[config.mk]
export PLATFORM = sky130hd
export DESIGN_NAME = alu_multiword_seq
export DESIGN_NICKNAME = d
export VERILOG_FILES = /design/src/rtl/alu_multiword_seq.sv
export SDC_FILE = /design/constraint.sdc
export NUM_CORES = 1
export LEC_CHECK = 0
export CAP_MARGIN = 40
export CORE_UTILIZATION = 45
export CTS_BUF_LIST = sky130_fd_sc_hd__clkbuf_16
export CTS_CLUSTER_DIAMETER = 200
export DETAILED_ROUTE_END_ITERATION = 8
export PLACE_DENSITY = 0.77
export SLEW_MARGIN = 20
export SYNTH_ARGS = -nofsm -noshare
export SYNTH_HDL_FRONTEND = slang
export SYNTH_SLANG_ARGS = --single-unit
[constraint.sdc]
create_clock -name clk -period 6.9 [get_ports clk]
set_clock_uncertainty 0.05 [all_clocks]
set_input_delay 0.69 -clock clk [delete_from_list [all_inputs] [get_ports clk]]
set_output_delay 0.69 -clock clk [all_outputs]
set_load 0.01 [all_outputs]
[src/rtl/alu_multiword_seq.sv]
// alu_multiword_seq
// Sequencer that runs one WORDS*16-bit add/subtract through an external
// combinational 16-bit ALU. It feeds one slice per cycle, least significant
// slice first, and chains the carry through the ALU's c_pre input.
// The slice sums are assembled into a wide result, and whole-operand
// z/c/n/v flags are produced alongside it.
//
// Ports:
//   clk, rst         clock; asynchronous active-high reset
//   start            request, sampled only in IDLE or DONE
//   op, cin          ALU control for the whole operation; carry into slice 0
//   opa, opb         wide operands, latched when a start is accepted
//   busy, done       busy while slices run; done is a one-cycle result-valid pulse
//   result, z/c/n/v  wide sum and flags, held until the next accepted start
//   alu_a/b/ctrl/cpre  slice operands and control driven to the ALU
//   alu_s, alu_z/c/n/v slice sum and flags returned by the ALU
module alu_multiword_seq #(
  parameter int WORDS = 4
) (
  input  logic                clk,
  input  logic                rst,
  input  logic                start,
  input  logic [1:0]          op,
  input  logic                cin,
  input  logic [16*WORDS-1:0] opa,
  input  logic [16*WORDS-1:0] opb,
  output logic                busy,
  output logic                done,
  output logic [16*WORDS-1:0] result,
  output logic                z,
  output logic                c,
  output logic                n,
  output logic                v,
  output logic [15:0]         alu_a,
  output logic [15:0]         alu_b,
  output logic [1:0]          alu_ctrl,
  output logic                alu_cpre,
  input  logic [15:0]         alu_s,
  input  logic                alu_z,
  input  logic                alu_c,
  input  logic                alu_n,
  input  logic                alu_v
);

  localparam int W    = 16 * WORDS;
  localparam int IDXW = (WORDS > 1) ? $clog2(WORDS) : 1;
  localparam logic [IDXW-1:0] LAST_IDX = IDXW'(WORDS - 1);
  localparam logic [IDXW-1:0] IDX_ONE  = IDXW'(1);

  typedef enum logic [1:0] {IDLE, RUN, DONE} state_t;

  state_t          state, next_state;
  logic [IDXW-1:0] idx;
  logic [W-1:0]    a_lat, b_lat;
  logic [1:0]      op_lat;
  logic            carry;
  logic            zacc;
  logic            accept;
  logic            last;

  // A start only counts when no operation is in flight.
  assign accept = start && ((state == IDLE) || (state == DONE));
  assign last   = (idx == LAST_IDX);

  always_ff @(posedge clk or posedge rst) begin
    if (rst) state <= IDLE;
    else     state <= next_state;
  end

  always_comb begin
    next_state = state;
    case (state)
      IDLE:    if (start) next_state = RUN;
      RUN:     if (last)  next_state = DONE;
      DONE:    next_state = start ? RUN : IDLE;
      default: next_state = IDLE;
    endcase
  end

  // The ALU-facing outputs are muxed only from registered state, so there is
  // no combinational path from the ALU's outputs back into its inputs.
  // They idle at zero outside RUN.
  always_comb begin
    busy     = (state == RUN);
    done     = (state == DONE);
    alu_a    = '0;
    alu_b    = '0;
    alu_ctrl = '0;
    alu_cpre = 1'b0;
    if (state == RUN) begin
      alu_a    = a_lat[16*idx +: 16];
      alu_b    = b_lat[16*idx +: 16];
      alu_ctrl = op_lat;
      alu_cpre = carry;
    end
  end

  // Each RUN cycle captures one slice. The zero flag must cover every slice,
  // so it is accumulated, while c/n/v come only from the most significant slice.
  always_ff @(posedge clk or posedge rst) begin
    if (rst) begin
      idx    <= '0;
      a_lat  <= '0;
      b_lat  <= '0;
      op_lat <= '0;
      carry  <= 1'b0;
      zacc   <= 1'b0;
      result <= '0;
      z      <= 1'b0;
      c      <= 1'b0;
      n      <= 1'b0;
      v      <= 1'b0;
    end else if (accept) begin
      a_lat  <= opa;
      b_lat  <= opb;
      op_lat <= op;
      carry  <= cin;
      idx    <= '0;
      zacc   <= 1'b1;
    end else if (state == RUN) begin
      result[16*idx +: 16] <= alu_s;
      carry <= alu_c;
      zacc  <= zacc & alu_z;
      if (last) begin
        z <= zacc & alu_z;
        c <= alu_c;
        n <= alu_n;
        v <= alu_v;
      end else begin
        idx <= idx + IDX_ONE;
      end
    end
  end

endmodule

======== Word level (Yosys, flattened, before mapping) ========
Cells that the tools add are included.
cells by class
  $add $sub $neg .......................... 2
  eq/ne operators ......................... 6
  shift-type cells ........................ 4
  muxes and demuxes ....................... 16
  bitwise gates (word level) .............. 2
  reductions and logical operators ........ 8
operator list
  operator                                                number
  indexed part select 64 x 7 -> 16 bit                    2
  bitwise mux 64 bit                                      1
  variable shift 16 x 34 -> 64 bit, first input constant  1
  indexed part select 16 x 34 -> 64 bit                   1
  negator 6 -> 34 bit                                     1
  2-to-1 mux 16 bit                                       2
  2-to-1 mux 2 bit                                        6
  2-to-1 mux 1 bit                                        6
  one-hot mux 2 bit (3 select lines)                      1
  AND reduction 2 bit                                     3
  equality test 2 bit, second input constant              2
  inequality test 2 bit, second input constant            2
  AND reduction 3 bit                                     1
  adder 2 x 1 -> 2 bit, second input constant             1
  equality test 2 x 1 -> 1 bit, second input constant     1
  zero test 2 bit                                         1
  inequality test 2 x 1 -> 1 bit, second input constant   1
  nonzero test 2 bit                                      1
  AND 1 bit                                               1
  logical AND 1 bit                                       1
  logical OR 1 bit                                        1
  NOT 1 bit                                               1
storage, ports and cells
  register bits ........................... 204

======== Longest topological paths before layout ========
  depth in word-level cells ............... 5
  gate-level depth with buffers ........... 8
  mapped depth without buffers ............ 5

======== Worst setup path after synthesis ========
OpenSTA, ideal clock, no wires.
  path kind ............................... flip-flop to flip-flop
  from .................................... reg idx[1]
  to ...................................... reg result[48]
  data arrival time ....................... 2.130 ns
  data required time ...................... 6.767 ns
  setup slack ............................. 4.637 ns
  stages on the path, launching flop included .. 9
  cell sequence ........................... dfrtp_1 -> buf_2 -> buf_2 -> inv_1 -> ha_1 -> nor4b_4 -> buf_4 -> nand2_1 -> o21ai_0
on the way
  cells in the longest elaborated chain, start to end .. 3
  elaborated cells on any way between the ends .. 4
  classes of those cells .................. 1 x add/sub; 2 x shift; 1 x mux
ends and longest elaborated chain
  element                                                                                    line  source
  from (decl)                                                                                53    logic [IDXW-1:0] idx;
  from (signal assigned)                                                                     130   idx <= idx + IDX_ONE;
  negator 6 -> 34 bit (*)                                                                    121   result[16*idx +: 16] <= alu_s;
  indexed part select 16 x 34 -> 64 bit or variable shift 16 x 34 -> 64 bit (tied branches)  121
  bitwise mux 64 bit (*)                                                                     121
  to (signal, indexed assignment)                                                            121
  to (decl)                                                                                  29    output logic [16*WORDS-1:0] result,
Mark *: on every way between the ends. The rest lies on a longest branch, timed or not.
A chain may end at the register's enable or synchronous reset.

======== Final worst setup path ========
  from .................................... reg idx[1]
  to ...................................... out alu_b[15]
on the way
  cells in the longest elaborated chain, start to end .. 2
ends and longest elaborated chain
  element                               line  source
  indexed part select 64 x 7 -> 16 bit  92    alu_b = b_lat[16*idx +: 16];
  2-to-1 mux 16 bit                     90    if (state == RUN) begin
  to (decl)                             35    output logic [15:0] alu_b,
No other way between the ends.

==> summary.txt <==
Outcome
  – Status: completed

Place
  – Routability cong.: 0.875
  – Port Buf Inserts: 258
  – Setup WS pre-CTS: 3.71 ns
  – Hpwl dp: 17,100 um

Synthesis
  – Post-synthesis adder-cell area fraction: 0.710%
  – Syn nets: 1,113
  – Avg Inst Size Synth: 9.23 um^2
  – Proportion of synthesized chip area in sequential cells: 57.9%
  – Number of synthesized register bits: 204
  – Mapped Cells: 954
  – Multiplexer share of the synthesized area: 7.77%
  – Yosys cell types: 30
  – Post-synthesis xor/xnor area fraction: 0%
  – Simple-gate share of the synthesized area: 22.9%
  – Synth Area in Compound Gates: 7.23%
  – Cell area after synthesis: 8810 um^2
  – Ys Warns: 0
  – Largest family of logic cells by synthesized area: simple AND/OR/NAND/NOR gates

Final layout
  – Most common cell after layout, fill and taps aside: nand2_1
  – Share of cells above drive strength 1: 5.48%
  – Most frequent cells in the layout: nand2_1, clkdlybuf4s50_1, dfrtp_1, mux2i_1, o21ai_0
  – Antenna Cells: 0
  – Syn-to-layout area delta: 40.0%
  – Final net count: 1,349

GRT
  – Vias in the first global route: 7,166
  – First-pass GRT wire length: 38,600 um
  – Initial antenna violation count: 0
  – Total grt overflow: 0
  – Largest net degree at the start of global routing: 82
  – GRT Total Usage: 24.7%

Pwr
  – NetSw: 2.09 mW
  – Switching share of power: 36.9%
  – Gate power share: 42.8%
  – Reg power frac: 37.6%
  – Pwr dens: 458 nW/um^2
  – Internal cell power: 3.57 mW
  – Worst IR Drop VDD: 0.240 mV
  – P_leak: 5.81 nW
  – Clock share of power: 19.6%

Setup path
  – Worst-path fanout max: 34
  – Reg-to-Reg End: result[58]
  – Setup CP Type: reg -> out
  – Slowest cell on the critical path: dfrtp_4
  – CP arrival: 2.99 ns
  – CP required: 6.16 ns
  – CP Launch Type: flop
  – CP max stage delay: 0.81 ns
  – FF-to-FF path depth: 5
  – Worst R2R Start: idx[1]
  – CP Capture Type: primary output
  – Crit-path cells: buf_4, mux2i_1, o22ai_1, clkdlybuf4s50_1
  – Reg2Reg Setup Slack: 4.21 ns

CTS
  – Root Driver: clkbuf_16
  – CTS tree: yes
  – Worst-path clk slew: 0.06 ns
  – CTS Buf Count: 22
  – Sink Count: 204
  – Postcts setup bufs: 0
  – Clk buf depth: 3
  – Hold buffer count at CTS: 0
  – Clk_lat worst skew: 0.49 ns
  – Post-CTS Resized: 0
  – H-tree levels: 1

Floorplan
  – Site Rows: 50
  – Die ar.: 20,100 um^2
  – Die Ht: 142 um
  – Initial Utilization: 46.5%
  – Core area: 19,000 um^2
  – Die extent in x: 142 um
  – I/O pin cnt: 259

STA
  – Worst slew pin tran: 0.809 ns
  – Hold Slack: 0.421 ns
  – Shortest period the worst path allows: 3.73 ns
  – Final hold viol count: 0
  – Slew HR: 45.8%
  – Final WS setup: 3.17 ns
  – Fin Setup TNS: 0 ns
  – Fin crit share: 54.0%
  – Setup violators final: 0
  – RSZ-0062 raised after global routing: false
  – Fmax: 0.268 GHz
  – Slew Limit Fails: 0

Routing
  – M1 WL: 10,200 um
  – Avg Vias per Cell: 5.00
  – WL met3: 1960 um
  – DR top layer: met4
  – DRT Pass-1 Iters: 5
  – Final ANT Viol Nets: 0
  – Iter 0 DRT Violations: 372
  – Drt total wl: 24,400 um
  – DR vias: 7,331
  – DRC viols: 0
  – WL met2: 11,700 um
  – WL/cell: 16.7 um

Worst hold path
  – WHS Endpoint: op_lat[1]
  – Hold depth: 2
  – HP Class: reg -> reg
  – Hold Crit Start: op_lat[1]

Run
  – MaxCap Viol Count: 0
-- state kept, by name, summed over array words and instances (netlist names) --
name	flops
a_lat	64
b_lat	64
result	64
idx	2
op_lat	2
state	2
c	1
carry	1
n	1
v	1
z	1
zacc	1
-- layer usage --
| metal | up-vias | global-route usage [%] |
|---|---|---|
| li1 | 3548 | - |
| met1 | 3478 | 32.1 |
| met2 | 265 | 40.7 |
| met3 | 40 | 6.65 |
| met4 | 0 | 6.90 |
| met5 | - | 0 |
-- worst max-delay path by stage --
stage	start	endpoint	slack, ns	cells after the start
3_3_place_gp	state[0]	alu_a[14]	3.46	5
5_1_grt	idx[1]	alu_b[15]	3.08	4
2_1_floorplan	rst	a_lat[0]	0.59	1
6_report	idx[1]	alu_b[15]	3.17	4
4_1_cts	idx[1]	alu_a[14]	3.16	4
3_5_place_dp	idx[1]	alu_a[14]	3.71	4
-- metrics by stage --
stage               power (mW)  util [%]  cells  instance area, um^2
CTS                       5.68      65.0   1464                12300
global route              6.03      65.1   1465                12300
global placement          4.46      60.7   1419                11500
detailed placement        4.55      61.4   1425                11600
floorplan                 3.43         -    954                 8810
finish                    5.65      65.1   1465                12300
-- Yosys cell counts --
library cell  number  area (um^2)
ha_1               5         62.6
nand3_1            1         5.00
and2_1             3         18.8
o31ai_1            1         7.51
a22o_1            16          140
buf_2             24          120
o41ai_1            2         17.5
o22ai_1           32          200
o21ai_0           35          175
clkbuf_1          25         93.8
o21ai_2            5         43.8
dfrtp_1          204         5100
nor2b_1            2         12.5
nor4_4             1         21.3
mux2_2             3         33.8
buf_1              5         18.8
nand2b_2           1         8.76
and4bb_2           1         12.5
nand3b_1           3         22.5
buf_4              3         22.5
nor3b_1            1         7.51
nand2b_1           1         6.26
inv_2              1         3.75
inv_1              5         18.8
o21ai_1            9         45.0
mux2i_1           65          651
nand2_1          495         1860
nor4b_4            2         47.6
buf_6              2         22.5
a22oi_1            1         7.51
-- cells by family after synthesis --
kind of cell    Yosys count
fa+ha+maj                 5
simple gates            511
flops                   204
buf+inv                  65
compound gates          101
mux                      68
-- worst max-delay path: cells and delay by family, from the launching register on --
| kind | cells | cell delay, ns |
|---|---|---|
| muxes | 1 | 0.17 |
| AOI/OAI and AO/OA | 1 | 0.28 |
| DFF | 1 | 0.81 |
| buffers and inverters | 2 | 1.23 |
-- area by class of cell --
cell class                      count  area [um^2]
Fill cell                        1532         6620
Multi-Input combinational cell    685         3420
Clock buffer                       23          576
Inverter                            6         30.0
Clock inverter                     16          100
Tap cell                          260          325
Sequential cell                   204         5110
Timing Repair Buffer              271         2770
-- power groups by stage --
stage          Sequential [mW]  Combinational (mW)  Clock, mW
2_1_floorplan             2.08                1.35          0
3_3_place_gp              2.12                2.33          0
3_5_place_dp              2.13                2.42          0
4_1_cts                   2.12                2.43       1.13
5_1_grt                   2.20                2.65       1.18
6_report                  2.12                2.42       1.11
Note: power is estimated with default switching activity, not from simulation.
